--- src/rtl/fetch_buffer_pkg.sv ---
// Shared fetch-buffer constants and the packed entry layout used by this block and the FIFO->ID stage.
// The packed struct fixes the field order, so both stages agree on the entry layout.
package fetch_buffer_pkg;

    localparam int          FETCH_BUF_DEPTH = 8;
    localparam logic [31:0] INST_NOP        = 32'h0340_0000;
    localparam logic [31:0] PC_RESET        = 32'h1c00_0000;
    localparam logic [31:0] COOKIE_DEFAULT  = 32'd1958;

    typedef struct packed {
        logic [31:0] inst0;
        logic [31:0] inst1;
        logic [31:0] pc;
        logic [31:0] pc_next;
        logic [31:0] badv;
        logic [31:0] cookie;
        logic [6:0]  exception;
        logic [1:0]  excp_flag;
        logic [1:0]  ibar_flag;
        logic        cacop_ready;
        logic        cacop_complete;
    } fb_entry_t;

    localparam int FB_ENTRY_W = $bits(fb_entry_t);

    // What the FIFO->ID register sees while the buffer holds nothing.
    function automatic fb_entry_t fb_empty_entry();
        fb_entry_t e;
        e                = '0;
        e.inst0          = INST_NOP;
        e.inst1          = INST_NOP;
        e.pc             = PC_RESET;
        e.pc_next        = PC_RESET + 32'd8;
        e.badv           = PC_RESET;
        e.cookie         = COOKIE_DEFAULT;
        return e;
    endfunction

endpackage

--- src/rtl/fetch_buffer_if.sv ---
// IF-side and ID-side signals of the fetch buffer. Push: if_valid & if_allowin; pop: fifo_readygo & id_allowin.
// slave is the buffer's view; master is the view of the surrounding pipeline.
interface fetch_buffer_if;

    logic        if_valid;
    logic        if_allowin;
    logic [31:0] if_inst0;
    logic [31:0] if_inst1;
    logic [31:0] if_pc;
    logic [31:0] if_pc_next;
    logic [31:0] if_badv;
    logic [31:0] if_cookie;
    logic [6:0]  if_exception;
    logic [1:0]  if_excp_flag;
    logic [1:0]  if_ibar_flag;
    logic        if_cacop_ready;
    logic        if_cacop_complete;

    logic        id_allowin;
    logic        fifo_readygo;
    logic [31:0] fifo_inst0;
    logic [31:0] fifo_inst1;
    logic [31:0] fifo_pc;
    logic [31:0] fifo_pc_next;
    logic [31:0] fifo_pcAdd;
    logic [31:0] fifo_badv;
    logic [31:0] fifo_cookie_out;
    logic [6:0]  fifo_exception;
    logic [1:0]  fifo_excp_flag;
    logic [1:0]  fifo_ibar_flag;
    logic        fifo_cacop_ready;
    logic        fifo_cacop_complete;

    logic        fetch_buf_empty;
    logic        fetch_buf_full;

    modport slave (
        input  if_valid, if_inst0, if_inst1, if_pc, if_pc_next, if_badv, if_cookie,
               if_exception, if_excp_flag, if_ibar_flag, if_cacop_ready, if_cacop_complete,
               id_allowin,
        output if_allowin, fifo_readygo, fifo_inst0, fifo_inst1, fifo_pc, fifo_pc_next,
               fifo_pcAdd, fifo_badv, fifo_cookie_out, fifo_exception, fifo_excp_flag,
               fifo_ibar_flag, fifo_cacop_ready, fifo_cacop_complete,
               fetch_buf_empty, fetch_buf_full
    );

    modport master (
        output if_valid, if_inst0, if_inst1, if_pc, if_pc_next, if_badv, if_cookie,
               if_exception, if_excp_flag, if_ibar_flag, if_cacop_ready, if_cacop_complete,
               id_allowin,
        input  if_allowin, fifo_readygo, fifo_inst0, fifo_inst1, fifo_pc, fifo_pc_next,
               fifo_pcAdd, fifo_badv, fifo_cookie_out, fifo_exception, fifo_excp_flag,
               fifo_ibar_flag, fifo_cacop_ready, fifo_cacop_complete,
               fetch_buf_empty, fetch_buf_full
    );

endinterface

--- src/rtl/fetch_buf_ram.sv ---
// Entry storage for the fetch buffer: one synchronous write port, one combinational read port.
// Deliberately unreset; validity is tracked by the pointer logic in the top.
module fetch_buf_ram #(
    parameter int DEPTH = 8,
    parameter int PTR_W = 3,
    parameter int W     = 32
) (
    input  logic             clk,
    input  logic             we_i,
    input  logic [PTR_W-1:0] waddr_i,
    input  logic [W-1:0]     wdata_i,
    input  logic [PTR_W-1:0] raddr_i,
    output logic [W-1:0]     rdata_o
);

    logic [W-1:0] mem_q [DEPTH];

    always_ff @(posedge clk) begin
        if (we_i) begin
            mem_q[waddr_i] <= wdata_i;
        end
    end

    assign rdata_o = mem_q[raddr_i];

endmodule

--- src/rtl/fetch_buffer.sv ---
// Circular instruction fetch buffer between IF and the FIFO->ID register, head presented fall-through.
// Occupancy count (not pointer equality) separates full from empty; flush resets pointers only.
module fetch_buffer
    import fetch_buffer_pkg::*;
#(
    parameter int DEPTH = FETCH_BUF_DEPTH,
    parameter int PTR_W = $clog2(DEPTH)
) (
    input  logic             clk,
    input  logic             rstn,
    input  logic             flush,
    fetch_buffer_if.slave    bus,
    output logic [PTR_W:0]   dbg_count_o
);

    localparam logic [PTR_W:0] FULL_CNT = (PTR_W+1)'(DEPTH);

    logic [PTR_W-1:0] head_q, head_d;
    logic [PTR_W-1:0] tail_q, tail_d;
    logic [PTR_W:0]   count_q, count_d;
    logic             empty, full, push, pop;
    fb_entry_t        wr_entry, rd_entry, head_entry;

    assign empty = (count_q == '0);
    assign full  = (count_q == FULL_CNT);
    assign push  = bus.if_valid & ~full & ~flush;
    assign pop   = ~empty & bus.id_allowin & ~flush;

    always_comb begin
        head_d  = head_q;
        tail_d  = tail_q;
        count_d = count_q;
        if (flush) begin
            head_d  = '0;
            tail_d  = '0;
            count_d = '0;
        end else begin
            if (push) tail_d = tail_q + PTR_W'(1);
            if (pop)  head_d = head_q + PTR_W'(1);
            case ({push, pop})
                2'b10:   count_d = count_q + (PTR_W+1)'(1);
                2'b01:   count_d = count_q - (PTR_W+1)'(1);
                default: count_d = count_q;
            endcase
        end
    end

    always_ff @(posedge clk or negedge rstn) begin
        if (!rstn) begin
            head_q  <= '0;
            tail_q  <= '0;
            count_q <= '0;
        end else begin
            head_q  <= head_d;
            tail_q  <= tail_d;
            count_q <= count_d;
        end
    end

    always_comb begin
        wr_entry                = '0;
        wr_entry.inst0          = bus.if_inst0;
        wr_entry.inst1          = bus.if_inst1;
        wr_entry.pc             = bus.if_pc;
        wr_entry.pc_next        = bus.if_pc_next;
        wr_entry.badv           = bus.if_badv;
        wr_entry.cookie         = bus.if_cookie;
        wr_entry.exception      = bus.if_exception;
        wr_entry.excp_flag      = bus.if_excp_flag;
        wr_entry.ibar_flag      = bus.if_ibar_flag;
        wr_entry.cacop_ready    = bus.if_cacop_ready;
        wr_entry.cacop_complete = bus.if_cacop_complete;
    end

    fetch_buf_ram #(
        .DEPTH (DEPTH),
        .PTR_W (PTR_W),
        .W     (FB_ENTRY_W)
    ) u_ram (
        .clk     (clk),
        .we_i    (push),
        .waddr_i (tail_q),
        .wdata_i (wr_entry),
        .raddr_i (head_q),
        .rdata_o (rd_entry)
    );

    // Stale RAM contents after a flush are masked here by the empty defaults.
    assign head_entry = empty ? fb_empty_entry() : rd_entry;

    assign bus.fifo_inst0          = head_entry.inst0;
    assign bus.fifo_inst1          = head_entry.inst1;
    assign bus.fifo_pc             = head_entry.pc;
    assign bus.fifo_pc_next        = head_entry.pc_next;
    assign bus.fifo_pcAdd          = head_entry.pc + 32'd4;
    assign bus.fifo_badv           = head_entry.badv;
    assign bus.fifo_cookie_out     = head_entry.cookie;
    assign bus.fifo_exception      = head_entry.exception;
    assign bus.fifo_excp_flag      = head_entry.excp_flag;
    assign bus.fifo_ibar_flag      = head_entry.ibar_flag;
    assign bus.fifo_cacop_ready    = head_entry.cacop_ready;
    assign bus.fifo_cacop_complete = head_entry.cacop_complete;

    assign bus.fetch_buf_empty = empty;
    assign bus.fetch_buf_full  = full;
    assign bus.if_allowin      = ~full;
    assign bus.fifo_readygo    = ~empty;
    assign dbg_count_o         = count_q;

endmodule

--- src/flat_wrapper.sv ---
// flat-port wrapper written by rule: the top's interface ports become plain ports
module fetch_buffer_flat import fetch_buffer_pkg::*;
#(
    parameter int DEPTH = FETCH_BUF_DEPTH,
    parameter int PTR_W = $clog2(DEPTH)
)
  (clk, rstn, flush, dbg_count_o, bus_if_valid, bus_if_inst0, bus_if_inst1, bus_if_pc, bus_if_pc_next, bus_if_badv, bus_if_cookie, bus_if_exception, bus_if_excp_flag, bus_if_ibar_flag, bus_if_cacop_ready, bus_if_cacop_complete, bus_id_allowin, bus_if_allowin, bus_fifo_readygo, bus_fifo_inst0, bus_fifo_inst1, bus_fifo_pc, bus_fifo_pc_next, bus_fifo_pcAdd, bus_fifo_badv, bus_fifo_cookie_out, bus_fifo_exception, bus_fifo_excp_flag, bus_fifo_ibar_flag, bus_fifo_cacop_ready, bus_fifo_cacop_complete, bus_fetch_buf_empty, bus_fetch_buf_full);
  fetch_buffer_if bus_i ();
  input  logic clk;
  input  logic rstn;
  input  logic flush;
  output logic [PTR_W:0] dbg_count_o;
  input wire logic [$bits(bus_i.if_valid)-1:0] bus_if_valid;
  input wire logic [$bits(bus_i.if_inst0)-1:0] bus_if_inst0;
  input wire logic [$bits(bus_i.if_inst1)-1:0] bus_if_inst1;
  input wire logic [$bits(bus_i.if_pc)-1:0] bus_if_pc;
  input wire logic [$bits(bus_i.if_pc_next)-1:0] bus_if_pc_next;
  input wire logic [$bits(bus_i.if_badv)-1:0] bus_if_badv;
  input wire logic [$bits(bus_i.if_cookie)-1:0] bus_if_cookie;
  input wire logic [$bits(bus_i.if_exception)-1:0] bus_if_exception;
  input wire logic [$bits(bus_i.if_excp_flag)-1:0] bus_if_excp_flag;
  input wire logic [$bits(bus_i.if_ibar_flag)-1:0] bus_if_ibar_flag;
  input wire logic [$bits(bus_i.if_cacop_ready)-1:0] bus_if_cacop_ready;
  input wire logic [$bits(bus_i.if_cacop_complete)-1:0] bus_if_cacop_complete;
  input wire logic [$bits(bus_i.id_allowin)-1:0] bus_id_allowin;
  output wire logic [$bits(bus_i.if_allowin)-1:0] bus_if_allowin;
  output wire logic [$bits(bus_i.fifo_readygo)-1:0] bus_fifo_readygo;
  output wire logic [$bits(bus_i.fifo_inst0)-1:0] bus_fifo_inst0;
  output wire logic [$bits(bus_i.fifo_inst1)-1:0] bus_fifo_inst1;
  output wire logic [$bits(bus_i.fifo_pc)-1:0] bus_fifo_pc;
  output wire logic [$bits(bus_i.fifo_pc_next)-1:0] bus_fifo_pc_next;
  output wire logic [$bits(bus_i.fifo_pcAdd)-1:0] bus_fifo_pcAdd;
  output wire logic [$bits(bus_i.fifo_badv)-1:0] bus_fifo_badv;
  output wire logic [$bits(bus_i.fifo_cookie_out)-1:0] bus_fifo_cookie_out;
  output wire logic [$bits(bus_i.fifo_exception)-1:0] bus_fifo_exception;
  output wire logic [$bits(bus_i.fifo_excp_flag)-1:0] bus_fifo_excp_flag;
  output wire logic [$bits(bus_i.fifo_ibar_flag)-1:0] bus_fifo_ibar_flag;
  output wire logic [$bits(bus_i.fifo_cacop_ready)-1:0] bus_fifo_cacop_ready;
  output wire logic [$bits(bus_i.fifo_cacop_complete)-1:0] bus_fifo_cacop_complete;
  output wire logic [$bits(bus_i.fetch_buf_empty)-1:0] bus_fetch_buf_empty;
  output wire logic [$bits(bus_i.fetch_buf_full)-1:0] bus_fetch_buf_full;
  assign bus_i.if_valid = bus_if_valid;
  assign bus_i.if_inst0 = bus_if_inst0;
  assign bus_i.if_inst1 = bus_if_inst1;
  assign bus_i.if_pc = bus_if_pc;
  assign bus_i.if_pc_next = bus_if_pc_next;
  assign bus_i.if_badv = bus_if_badv;
  assign bus_i.if_cookie = bus_if_cookie;
  assign bus_i.if_exception = bus_if_exception;
  assign bus_i.if_excp_flag = bus_if_excp_flag;
  assign bus_i.if_ibar_flag = bus_if_ibar_flag;
  assign bus_i.if_cacop_ready = bus_if_cacop_ready;
  assign bus_i.if_cacop_complete = bus_if_cacop_complete;
  assign bus_i.id_allowin = bus_id_allowin;
  assign bus_if_allowin = bus_i.if_allowin;
  assign bus_fifo_readygo = bus_i.fifo_readygo;
  assign bus_fifo_inst0 = bus_i.fifo_inst0;
  assign bus_fifo_inst1 = bus_i.fifo_inst1;
  assign bus_fifo_pc = bus_i.fifo_pc;
  assign bus_fifo_pc_next = bus_i.fifo_pc_next;
  assign bus_fifo_pcAdd = bus_i.fifo_pcAdd;
  assign bus_fifo_badv = bus_i.fifo_badv;
  assign bus_fifo_cookie_out = bus_i.fifo_cookie_out;
  assign bus_fifo_exception = bus_i.fifo_exception;
  assign bus_fifo_excp_flag = bus_i.fifo_excp_flag;
  assign bus_fifo_ibar_flag = bus_i.fifo_ibar_flag;
  assign bus_fifo_cacop_ready = bus_i.fifo_cacop_ready;
  assign bus_fifo_cacop_complete = bus_i.fifo_cacop_complete;
  assign bus_fetch_buf_empty = bus_i.fetch_buf_empty;
  assign bus_fetch_buf_full = bus_i.fetch_buf_full;
  fetch_buffer #(.DEPTH(DEPTH), .PTR_W(PTR_W)) u_core (.clk(clk), .rstn(rstn), .flush(flush), .bus(bus_i), .dbg_count_o(dbg_count_o));
endmodule
--- config.mk ---
export PLATFORM = sky130hd
export DESIGN_NAME = fetch_buffer_flat
export DESIGN_NICKNAME = d
export VERILOG_FILES = /design/src/rtl/fetch_buffer_pkg.sv /design/src/rtl/fetch_buffer_if.sv /design/src/rtl/fetch_buf_ram.sv /design/src/rtl/fetch_buffer.sv /design/src/flat_wrapper.sv
export SDC_FILE = /design/constraint.sdc
export NUM_CORES = 1
export LEC_CHECK = 0
export CAP_MARGIN = 20
export CORE_UTILIZATION = 30
export DETAILED_ROUTE_END_ITERATION = 16
export PLACE_DENSITY = 0.42
export SYNTH_ARGS = -nofsm -noshare
export SYNTH_HDL_FRONTEND = slang
export SYNTH_SLANG_ARGS = --single-unit
--- constraint.sdc ---
create_clock -name clk -period 21.3 [get_ports clk]
set_clock_uncertainty 0.05 [all_clocks]
set_input_delay 5.325 -clock clk [delete_from_list [all_inputs] [get_ports clk]]
set_output_delay 5.325 -clock clk [all_outputs]
set_load 0.01 [all_outputs]
==> results_dict.tcl <==
set metrics [dict create \
    post_cts_buffers 0 \
    vdd_drop_max_uv 90.8 \
    dieArea_um2 213000 \
    cts_root_buffer "clkbuf_16" \
    clk_latency_ps 820 \
    ys_warn_count 0 \
    p_sw_mw 2.37 \
    ys_ff_latch 1650 \
    grt_pass1_vias 32500 \
    slew_violations 0 \
    nets 3568 \
    combinationalPowerShare 0.226 \
    p_int_mw 6.39 \
    leakagePower_nw 23.2 \
    hold_class "reg2reg" \
    worst_ep_arrival_time_ps 6080 \
    hold_ws_ps 548 \
    viasPerCell 4.70 \
    overflow 0 \
    syn2layout_area_growth_pct 21.8 \
    start_util 0.302 \
    drt_iter0_drc 1828 \
    cts-resized-gates 0 \
    synth_edf_count 1640 \
    worst_setup_path_end_kind "output port" \
    rsz0062_at_grt "no" \
    report.final.setup_viol 0 \
    cts_tree "done" \
    drive_gt1_frac 0.202 \
    netlist_area_um2 63400 \
    slowest_delay_ps 1110 \
    synthTopCellsByArea "edfxtp_1 (78%), mux4_2 (13%), mux2i_1 (3.9%)" \
    p_clk_frac 0.354 \
    tightest_slew_ps 1380 \
    status "finished, final reports clean" \
    place_area_um2 71300 \
    drt-total-wl_mm 166 \
    period_share 0.538 \
    criticalPathCategory "reg2out" \
    cpMaxStageDelayCell "dfrtp_4" \
    worstHoldPathCells 2 \
    synth_top_area_share 0.776 \
    numPortBuffers 454 \
    ant_nets 0 \
    ys_seq_area_frac 0.780 \
    groute.usage.overall 0.154 \
    cpMostUsedCell "and3_1" \
    die_x_um 462 \
    fin_crit_ps 11460 \
    slew_headroom 0.0815 \
    power.density_nw_per_um2 113 \
    grt_max_degree 151 \
    dp_hpwl_mm 91.5 \
    grt_pass1_wl_mm 232 \
    sw_frac_of_total 0.270 \
    start_kind "flip-flop" \
    cts_buffer_depth 3 \
    seq_area_um2 49500 \
    netlist_instances 2806 \
    synthArstFlopShare 0.00606 \
    finalSetupTns_ps 0 \
    clkSlewWorstSetupHoldPaths_ps 60 \
    drc 0 \
    gp_congestion 0.747 \
    synth_area_leader_cell "edfxtp_1" \
    cap_violations 0 \
    num_vias 29700 \
    dieHeight_um 462 \
    core-area_um2 210000 \
    holdBufCountCts 0 \
    num_io_pins 455 \
    synth_ff_type "edfxtp_1" \
    multi_input_area_um2 13200 \
    design_area_um2 77300 \
    cts_buffers 184 \
    reg2reg_depth 10 \
    h-tree-depth 4 \
    netlist-cell-type-count 43 \
    syn_nets 3021 \
    seq_power_share 0.420 \
    p_total_mw 8.76 \
    fillers 19200 \
    path_cells "buf_4, nor2_1, a22oi_1, and3_1, ha_1, and4_1, and4bb_2, and3_1, nand4_1, xnor2_1, clkdlybuf4s50_1" \
    cp_max_fo 51 \
    cts_sinks 1650 \
    worst_ep_required_time_ps 15930 \
    synth_area_per_cell_um2 22.6 \
    routedWlPerCell_um 26.2 \
    final_core_util 0.368 \
    fmax_mhz 87.3 \
    dr.pass1.iters 5 \
    antenna_found_initial 43 \
    rows 168 \
    hold_violations 0 \
]
==> layout make-up <==
type                    instances  area share
well taps                    2805      0.0454
clock inverters               110      0.0139
clock buffers                 223      0.0628
multi-input cells             998       0.170
flip-flops and latches       1650       0.641
diodes                         10    0.000324
inverters                       8    0.000453
repair buffers                511      0.0662
==> power by group through the flow <==
stage / clock, mW / combinational, mW / sequential [mW]
after CTS: 3.20 / 2.04 / 3.68
after global routing: 3.31 / 2.13 / 3.69
final: 3.10 / 1.98 / 3.68
after detailed placement: 0 / 2.03 / 3.75
after floorplan: 0 / 1.05 / 3.76
after global placement: 0 / 2.03 / 3.75
==> cell usage after synthesis, drive strengths merged (3+ instances only) <==
| cell type | n |
|---|---|
| mux4 | 386 |
| dfrtp | 10 |
| and2 | 5 |
| a22oi | 22 |
| mux2i | 244 |
| nand4 | 7 |
| edfxtp | 1640 |
| a21oi | 3 |
| nor2b | 3 |
| nand2b | 4 |
| nand2 | 38 |
| nand3 | 17 |
| and3 | 11 |
| inv | 8 |
| xor2 | 13 |
| ha | 5 |
| buf | 86 |
| nor3 | 5 |
| nor3b | 3 |
| clkbuf | 64 |
| nor2 | 193 |
| xnor2 | 24 |
==> sequential cells by signal, indices dropped and copies added (netlist names) <==
signal / flops
u_core.u_ram.mem_q: 1640
u_core.dbg_count_o: 4
u_core.head_q: 3
u_core.tail_q: 3
==> worst paths after layout <==
kind	start	slack [ps]	end
worst max-delay path	u_core.head_q[2]	9840	bus_fifo_pcAdd[18]
worst min-delay path	u_core.dbg_count_o[3]	550	u_core.dbg_count_o[3]
worst max register to register	u_core.dbg_count_o[1]	16130	u_core.u_ram.mem_q[3][67]
worst min register to register	u_core.dbg_count_o[3]	550	u_core.dbg_count_o[3]
max in group asynchronous	rstn	15790	u_core.head_q[0]
min in group asynchronous	rstn	4880	u_core.dbg_count_o[2]
==> cells by family after synthesis <==
family,after synthesis,synth area share
XOR/XNOR,37,0.00511
buffers and inverters,158,0.0130
flip-flops,1650,0.780
AND/OR/NAND/NOR,297,0.0207
adder cells (fa/ha/maj),5,0.000986
AO/OA/AOI/OAI,29,0.00349
multiplexers,630,0.176
==> worst max-delay path, delay by kind of cell (launching register included) <==
family / cells / cell delay [ps]
AND/OR/NAND/NOR: 6 / 2010
buffers and inverters: 2 / 1350
flip-flops: 1 / 1110
XOR/XNOR: 1 / 270
AO/OA/AOI/OAI: 1 / 260
adder cells (fa/ha/maj): 1 / 220
==> cell usage in the layout, fill, tap and decap left out, types with 13 or more instances in the layout <==
| cell type | n |
|---|---|
| clkdlybuf4s50_1 | 454 |
| nor2_1 | 187 |
| mux4_2 | 373 |
| mux2i_1 | 244 |
| bufinv_16 | 16 |
| buf_4 | 46 |
| edfxtp_1 | 1640 |
| clkinv_1 | 42 |
| clkbuf_1 | 34 |
| clkbuf_16 | 189 |
| nand3_1 | 15 |
| mux4_1 | 13 |
| xor2_1 | 13 |
| nand2_1 | 38 |
| clkinv_2 | 31 |
| xnor2_1 | 24 |
| a22oi_1 | 20 |
==> metrics by stage <==
stage	worst slack, ps	std cells
after global routing	9400	6310
final	9840	6315
after global placement	10610	5970
after floorplan	519	2806
after CTS	9630	6304
after detailed placement	10570	5971
==> layer usage <==
| layer | GRT usage | vias to the layer above | share of wire |
|---|---|---|---|
| met4 | 0.0487 | 44 | 0.026 |
| met3 | 0.0424 | 299 | 0.063 |
| met5 | 0 | - | 0.0017 |
| met1 | 0.188 | 15800 | 0.41 |
| li1 | - | 12800 | - |
| met2 | 0.264 | 761 | 0.50 |
Power figures use the tool's default switching activity.
